===== config.mk =====
export PLATFORM = sky130hd
export DESIGN_NAME = pipe_ctrl
export DESIGN_NICKNAME = d
export VERILOG_FILES = /design/src/rtl/pipe_ctrl.sv
export SDC_FILE = /design/constraint.sdc
export NUM_CORES = 1
export LEC_CHECK = 0
export ABC_AREA = 1
export BUFFER_PORTS_ARGS = -buffer_cell sky130_fd_sc_hd__clkbuf_2
export CORE_MARGIN = 3
export CORE_UTILIZATION = 45
export DETAILED_ROUTE_END_ITERATION = 10
export PLACE_DENSITY = 0.83
export SYNTH_ARGS = -nofsm -noshare
export SYNTH_HDL_FRONTEND = slang
export SYNTH_SLANG_ARGS = --single-unit

===== constraint.sdc =====
create_clock -name Clk -period 4.23 [get_ports Clk]
set_input_delay 0.846 -clock Clk [delete_from_list [all_inputs] [get_ports Clk]]
set_output_delay 0.846 -clock Clk [all_outputs]
set_load 0.005 [all_outputs]

===== src/rtl/pipe_ctrl.sv =====
// ---------------------------------------------------------------------------
// pipe_ctrl -- 5-stage pipeline hazard / stall controller.
//
// Generates the advance enables and bubble (flush) controls for the PC,
// IF/ID and ID/EX registers. It handles three cases:
//   * load-use hazards: one-cycle bubble into EX while IF/ID holds.
//   * taken branches: squash both younger stages.
//   * multi-cycle mul/div ops: freeze the front end while EX is busy.
// It also keeps a saturating count of front-end stall cycles.
//
// Parameters
//   MUL_LAT   cycles a mul/div op occupies EX (2..15)
//   CNT_W     width of StallCount
// Ports
//   Clk, Rst                  clock, synchronous active-high reset
//   IdValid, IdRs, IdRt,
//   IdUsesRs, IdUsesRt,
//   IdMulDiv                  decoded ID-stage instruction info
//   ExRd, ExRegWrite,
//   ExMemRead                 EX-stage destination / write / load info
//   BranchTaken               EX resolved a taken branch/jump
//   PcEn, IfIdEn, IdExEn      register advance enables
//   IfIdFlush, IdExFlush      load a bubble into that register
//   MulBusy                   multi-cycle op occupying EX
//   StallCount                cycles with PcEn=0 since reset (saturating)
// ---------------------------------------------------------------------------
module pipe_ctrl #(
    parameter int MUL_LAT = 4,
    parameter int CNT_W   = 16
) (
    input  logic             Clk,
    input  logic             Rst,
    input  logic             IdValid,
    input  logic [4:0]       IdRs,
    input  logic [4:0]       IdRt,
    input  logic             IdUsesRs,
    input  logic             IdUsesRt,
    input  logic             IdMulDiv,
    input  logic [4:0]       ExRd,
    input  logic             ExRegWrite,
    input  logic             ExMemRead,
    input  logic             BranchTaken,
    output logic             PcEn,
    output logic             IfIdEn,
    output logic             IdExEn,
    output logic             IfIdFlush,
    output logic             IdExFlush,
    output logic             MulBusy,
    output logic [CNT_W-1:0] StallCount
);

    typedef enum logic {RUN = 1'b0, MUL = 1'b1} state_e;

    // First MUL cycle already counts, so MUL lasts MUL_LAT-1 cycles.
    localparam logic [3:0] MUL_INIT = 4'(MUL_LAT - 1);

    state_e           state_q, state_d;
    logic [3:0]       cnt_q, cnt_d;
    logic [CNT_W-1:0] stall_cnt_q, stall_cnt_d;

    logic rs_hit, rt_hit, hazard;

    // Load-use hazard; r0 is never a real dependency.
    assign rs_hit = IdUsesRs && (IdRs == ExRd);
    assign rt_hit = IdUsesRt && (IdRt == ExRd);
    assign hazard = IdValid && ExMemRead && ExRegWrite && (ExRd != 5'd0)
                    && (rs_hit || rt_hit);

    always_comb begin
        state_d   = state_q;
        cnt_d     = cnt_q;
        PcEn      = 1'b1;
        IfIdEn    = 1'b1;
        IdExEn    = 1'b1;
        IfIdFlush = 1'b0;
        IdExFlush = 1'b0;
        MulBusy   = 1'b0;
        if (Rst) begin
            state_d   = RUN;
            cnt_d     = 4'd0;
            PcEn      = 1'b0;
            IfIdEn    = 1'b0;
            IdExEn    = 1'b0;
            IfIdFlush = 1'b1;
            IdExFlush = 1'b1;
        end else begin
            case (state_q)
                RUN: begin
                    if (BranchTaken) begin
                        // Branch wins over hazard and mul entry: the ID
                        // instruction is squashed anyway.
                        IfIdFlush = 1'b1;
                        IdExFlush = 1'b1;
                    end else if (hazard) begin
                        PcEn      = 1'b0;
                        IfIdEn    = 1'b0;
                        IdExFlush = 1'b1;
                    end else if (IdValid && IdMulDiv) begin
                        state_d = MUL;
                        cnt_d   = MUL_INIT;
                    end
                end
                MUL: begin
                    // EX holds the mul/div; branch and hazard inputs
                    // are stale here and deliberately ignored.
                    PcEn    = 1'b0;
                    IfIdEn  = 1'b0;
                    IdExEn  = 1'b0;
                    MulBusy = 1'b1;
                    cnt_d   = cnt_q - 4'd1;
                    if (cnt_q == 4'd1) state_d = RUN;
                end
                default: state_d = RUN;
            endcase
        end
    end

    always_comb begin
        stall_cnt_d = stall_cnt_q;
        if (Rst)
            stall_cnt_d = '0;
        else if (!PcEn && (stall_cnt_q != {CNT_W{1'b1}}))
            stall_cnt_d = stall_cnt_q + {{(CNT_W-1){1'b0}}, 1'b1};
    end

    always_ff @(posedge Clk) begin
        if (Rst) begin
            state_q     <= RUN;
            cnt_q       <= 4'd0;
            stall_cnt_q <= '0;
        end else begin
            state_q     <= state_d;
            cnt_q       <= cnt_d;
            stall_cnt_q <= stall_cnt_d;
        end
    end

    assign StallCount = stall_cnt_q;

endmodule


Word-level counts from Yosys, hierarchy flattened
Cells that the tools add are included.

Bits in registers: 21. Input bits: 24. Word-level logic and storage cells: 49.

Bitwise gates (word level): 1. Reductions and logical operators: 12. Add/sub/neg operators: 2. Muxes and demuxes: 24. Eq/ne operators: 7.

Operator list (number): $mux W1 (18); $add A16 B1 Y16 const B (1); $ne A16 B16 Y1 const B (1); $mux W4 (3); $eq A5 B5 Y1 (2); $logic_and A1 B1 Y1 (8); $pmux W4 S2 (1); $ne A2 B2 Y1 const B (3); $reduce_bool A5 Y1 (1); $eq A4 B1 Y1 const B (1); $pmux W1 S2 (2); $sub A4 B1 Y4 const B (1); $reduce_and A3 Y1 (1); $logic_not A1 Y1 (1); $logic_or A1 B1 Y1 (1); $not A1 Y1 (1).

Longest topological paths before layout
Word-level depth: 10. Gate-level depth with buffers: 12. Mapped depth without buffers: 11.

Worst setup path before layout
OpenSTA, ideal clock, no wires.

Path kind: input to output. Start point: input port ExRd[2]. End point: output port PcEn. Path buffers: 3. Setup slack: 1.563 ns. Stages on the path: 11. Arrival time: 1.821 ns. Cell sequence: inv_1 > nor2_1 > nor2_1 > nand3_1 > nand2_1 > nand3_1 > nand2_1 > buf_6 > buf_6 > inv_1 > buf_4.

Longest elaborated chain between the ends: 8. Elaborated cells between the ends (all ways): 12. Those cells by class: eq/ne (2); mux (4); reduce/logical (6).

RTL lines: from (decl) (RTL line 39) `input logic [4:0] ExRd,`; $eq A5 B5 Y1, on equally long branches (RTL line 64, 65); $logic_and A1 B1 Y1, on equally long branches (RTL line 64, 65); $logic_or A1 B1 Y1 (RTL line 67) `&& (rs_hit || rt_hit);`; $logic_and A1 B1 Y1 * (RTL line 67); $mux W1 * (2 in series); $pmux W1 S2 *; $mux W1 *; to (decl) (RTL line 43) `output logic PcEn,`.

Mark *: on every way between the ends. The rest lies on a longest branch, timed or not.

Final worst setup path
Start point: input port ExRd[1]. End point: output port IfIdEn.

Longest elaborated chain between the ends: 8. Elaborated cells between the ends (all ways): 12. Those cells by class: eq/ne (2); mux (4); reduce/logical (6).

RTL lines: $eq A5 B5 Y1, on equally long branches (RTL line 64, 65); $logic_and A1 B1 Y1, on equally long branches (RTL line 64, 65); $logic_or A1 B1 Y1 (RTL line 67); $logic_and A1 B1 Y1 * (RTL line 67); $mux W1 * (RTL line 94) `end else if (hazard) begin`; $mux W1 * (RTL line 89) `if (BranchTaken) begin`; $pmux W1 S2 * (RTL line 87) `case (state_q)`; $mux W1 * (RTL line 78) `if (Rst) begin`; to (decl) (RTL line 44) `output logic IfIdEn,`.

Marked as above.

==> summary.txt <==
Clock network
  • Clock-pin slew on the worst setup and hold paths: 0.10 ns
  • CTS Root Cell: clkbuf_4
  • Hold_buf cts: 0
  • Cts repair resizes: 0
  • Post-CTS Setup Inserts: 0
  • CTS Buffer Depth: 2
  • CTS tree: done
  • H-Tree Level Count: 1
  • Clock net sink count: 21
  • CTS buffer count: 3
  • Clk_lat worst skew: 0.31 ns

Route
  • Post-DRT Antenna Nets: 0
  • Drt pass-1 iters: 4
  • Routed wire per std cell: 10.3 um
  • Routed WL: 3250 um
  • DRC: 0
  • Vias: 1530
  • Violation count after the first detailed-route iteration: 77
  • Via density: 4.84

STA
  • Slew margin rel.: 0.659
  • Min cycle time layout: 2.81 ns
  • Pins Over Slew Limit: 0
  • Worst-Margin Slew: 0.512 ns
  • Fmax: 356 MHz
  • Final hold violation count: 0
  • RSZ-0062 raised after global routing: false
  • Layout Skew: 0.0125 ns
  • Final period util: 0.664
  • Final setup margin: 1.42 ns
  • Setup TNS Final: 0 ns
  • Final setup viols: 0

Floorplan
  • DIE HEIGHT: 63.6 um
  • I/O Pins: 46
  • Core ar.: 3100 um2
  • Initial Utilization: 0.481
  • Die area: 4040 um2
  • Rows: 20
  • Die Wd: 63.6 um

Yosys
  • Mapped Cells: 230
  • Warnings, synthesis: 0
  • Distinct cells, synth: 26
  • Post-synthesis cell area: 1490 um2
  • Mapped Nets: 257
  • #FFs+latches synth: 21
  • Synthesized area per cell: 6.49 um2
  • Post-synthesis sequential area ratio: 0.282

Pwr
  • Max VDD drop: 0.000137 V
  • Leak: 0.859 nW
  • PD cells: 215 nW/um2

Global route
  • Gr usage total: 0.171
  • GRT Residual Overflow: 0
  • Initial antenna violation count: 0
  • Vias in the first global route: 1351
  • Pin count of the biggest net entering global routing: 21
  • First-pass GRT wire length: 5670 um

Cells and area
  • Layout cells sized above 1: 0.257
  • Area Overhead vs Synth: 17.2%
  • Commonest non-fill, non-tap cell in the layout: nand2_1
  • Fin cells: 316
  • Most frequent cells in the layout: nand2_1, clkbuf_2, nand3_1, inv_1
  • Post-route cell area: 1750 um2
  • # diodes: 0
  • Fill cell count: 309
  • Nets: 300

Run status
  • Status: complete, no violations

Worst setup path
  • Worst EP required: 3.38 ns
  • WS Path Type: primary input to primary output
  • Startpoint Class: primary input
  • Crit end category: primary output
  • CP arrival: 1.96 ns
  • CP Max Fanout: 20

Placement
  • Pre-CTS WS: 1.41 ns
  • Placed Area: 1720 um2
  • Inst Count DP: 312
  • Buffers on Ports: 45
  • Final GP Congestion: 0.864
  • Detailed Place HPWL: 2560 um

Flow run
  • Max-cap violation count: 0

Worst hold path
  • Worst Hold Class: flop to flop
==> final cells by class <==
| cell class | instances | area, um2 | share of cell area |
|---|---|---|---|
| Inverter | 31 | 116 | 0.0665 |
| Tap cell | 44 | 55.1 | 0.0315 |
| Timing Repair Buffer | 46 | 233 | 0.133 |
| Clock buffer | 4 | 26.3 | 0.0150 |
| Sequential cell | 21 | 420 | 0.240 |
| Multi-Input combinational cell | 170 | 898 | 0.514 |
==> final timing paths <==
check	end	slack [ns]	depth (start not counted)	start
worst min register to register	cnt_q[3]$_SDFFE_PP0P_	0.47	2	cnt_q[3]$_SDFFE_PP0P_
worst max-delay path	IfIdEn	1.42	12	ExRd[1]
worst max register to register	StallCount[4]$_SDFFE_PP0P_	2.35	9	StallCount[0]$_SDFFE_PP0P_
worst min-delay path	cnt_q[3]$_SDFFE_PP0P_	0.47	2	cnt_q[3]$_SDFFE_PP0P_
==> Yosys cell counts <==
| cell | number | share of area |
|---|---|---|
| clkbuf_1 | 2 | 0.0050 |
| buf_6 | 3 | 0.023 |
| o21ai_0 | 3 | 0.010 |
| inv_1 | 27 | 0.068 |
| ha_1 | 3 | 0.025 |
| a21oi_2 | 10 | 0.059 |
| xnor2_1 | 7 | 0.041 |
| nand2_4 | 2 | 0.015 |
| nand3_1 | 30 | 0.10 |
| buf_2 | 1 | 0.0033 |
| nand2_2 | 2 | 0.0084 |
| buf_4 | 1 | 0.0050 |
| nand4_1 | 6 | 0.025 |
| nor2_4 | 1 | 0.0075 |
| inv_2 | 4 | 0.010 |
| nor2_1 | 21 | 0.053 |
| buf_1 | 1 | 0.0025 |
| a31oi_1 | 1 | 0.0042 |
| a21oi_1 | 10 | 0.034 |
| xor2_1 | 5 | 0.029 |
| nor3_4 | 1 | 0.011 |
| o21bai_1 | 1 | 0.0050 |
| nor3_2 | 1 | 0.0067 |
| nor3_1 | 2 | 0.0067 |
| dfxtp_1 | 21 | 0.28 |
| nand2_1 | 64 | 0.16 |
==> logic make-up after synthesis <==
family                     after synthesis  share of synthesized area
AOI/OAI and AO/OA                       25                      0.111
xor gates and xnor gates                12                     0.0704
DFF                                     21                      0.282
and+or+nand+nor                        130                      0.395
adders and majority gates                3                     0.0251
buffers and inverters                   39                      0.117
==> flip-flops by register name, indices dropped and copies added (netlist names) <==
register and count:
state_q 1, StallCount 16, cnt_q 4
==> stage by stage <==
step / power (W) / hold slack (ns) / util
after floorplan: 0.000261 / 0.439 / -
after CTS: 0.000380 / 0.474 / 0.564
after detailed placement: 0.000285 / 0.456 / 0.555
final: 0.000376 / 0.472 / 0.564
after global routing: 0.000402 / 0.492 / 0.564
after global placement: 0.000282 / 0.450 / 0.555
==> worst max-delay path, stage by stage <==
cell      delay, ns
clkbuf_2       0.12
inv_2          0.05
nand2_1        0.05
nand2_1        0.04
nor2_1         0.12
nand3_1        0.09
nand2_1        0.08
nand3_1        0.06
nand2_1        0.06
buf_4          0.23
inv_1          0.08
clkbuf_2       0.11
==> report_power, final <==
part | total (W) | internal (W) | leakage [nW] | switching [W]
registers | 0.000208 | 0.000203 | 0.170 | 0.00000523
clock network | 0.0000960 | 0.0000368 | 0.0150 | 0.0000593
logic | 0.0000711 | 0.0000289 | 0.674 | 0.0000422
==> per-layer routing <==
| metal | GRT usage | vias to the layer above | routed length (um) |
|---|---|---|---|
| met2 | 0.306 | 22 | 1600 |
| met4 | 0.0323 | 0 | 16 |
| met5 | 0 | - | 0 |
| met1 | 0.207 | 691 | 1490 |
| met3 | 0.0428 | 2 | 153 |
| li1 | - | 815 | - |
Note: power is estimated with default switching activity, not from simulation.
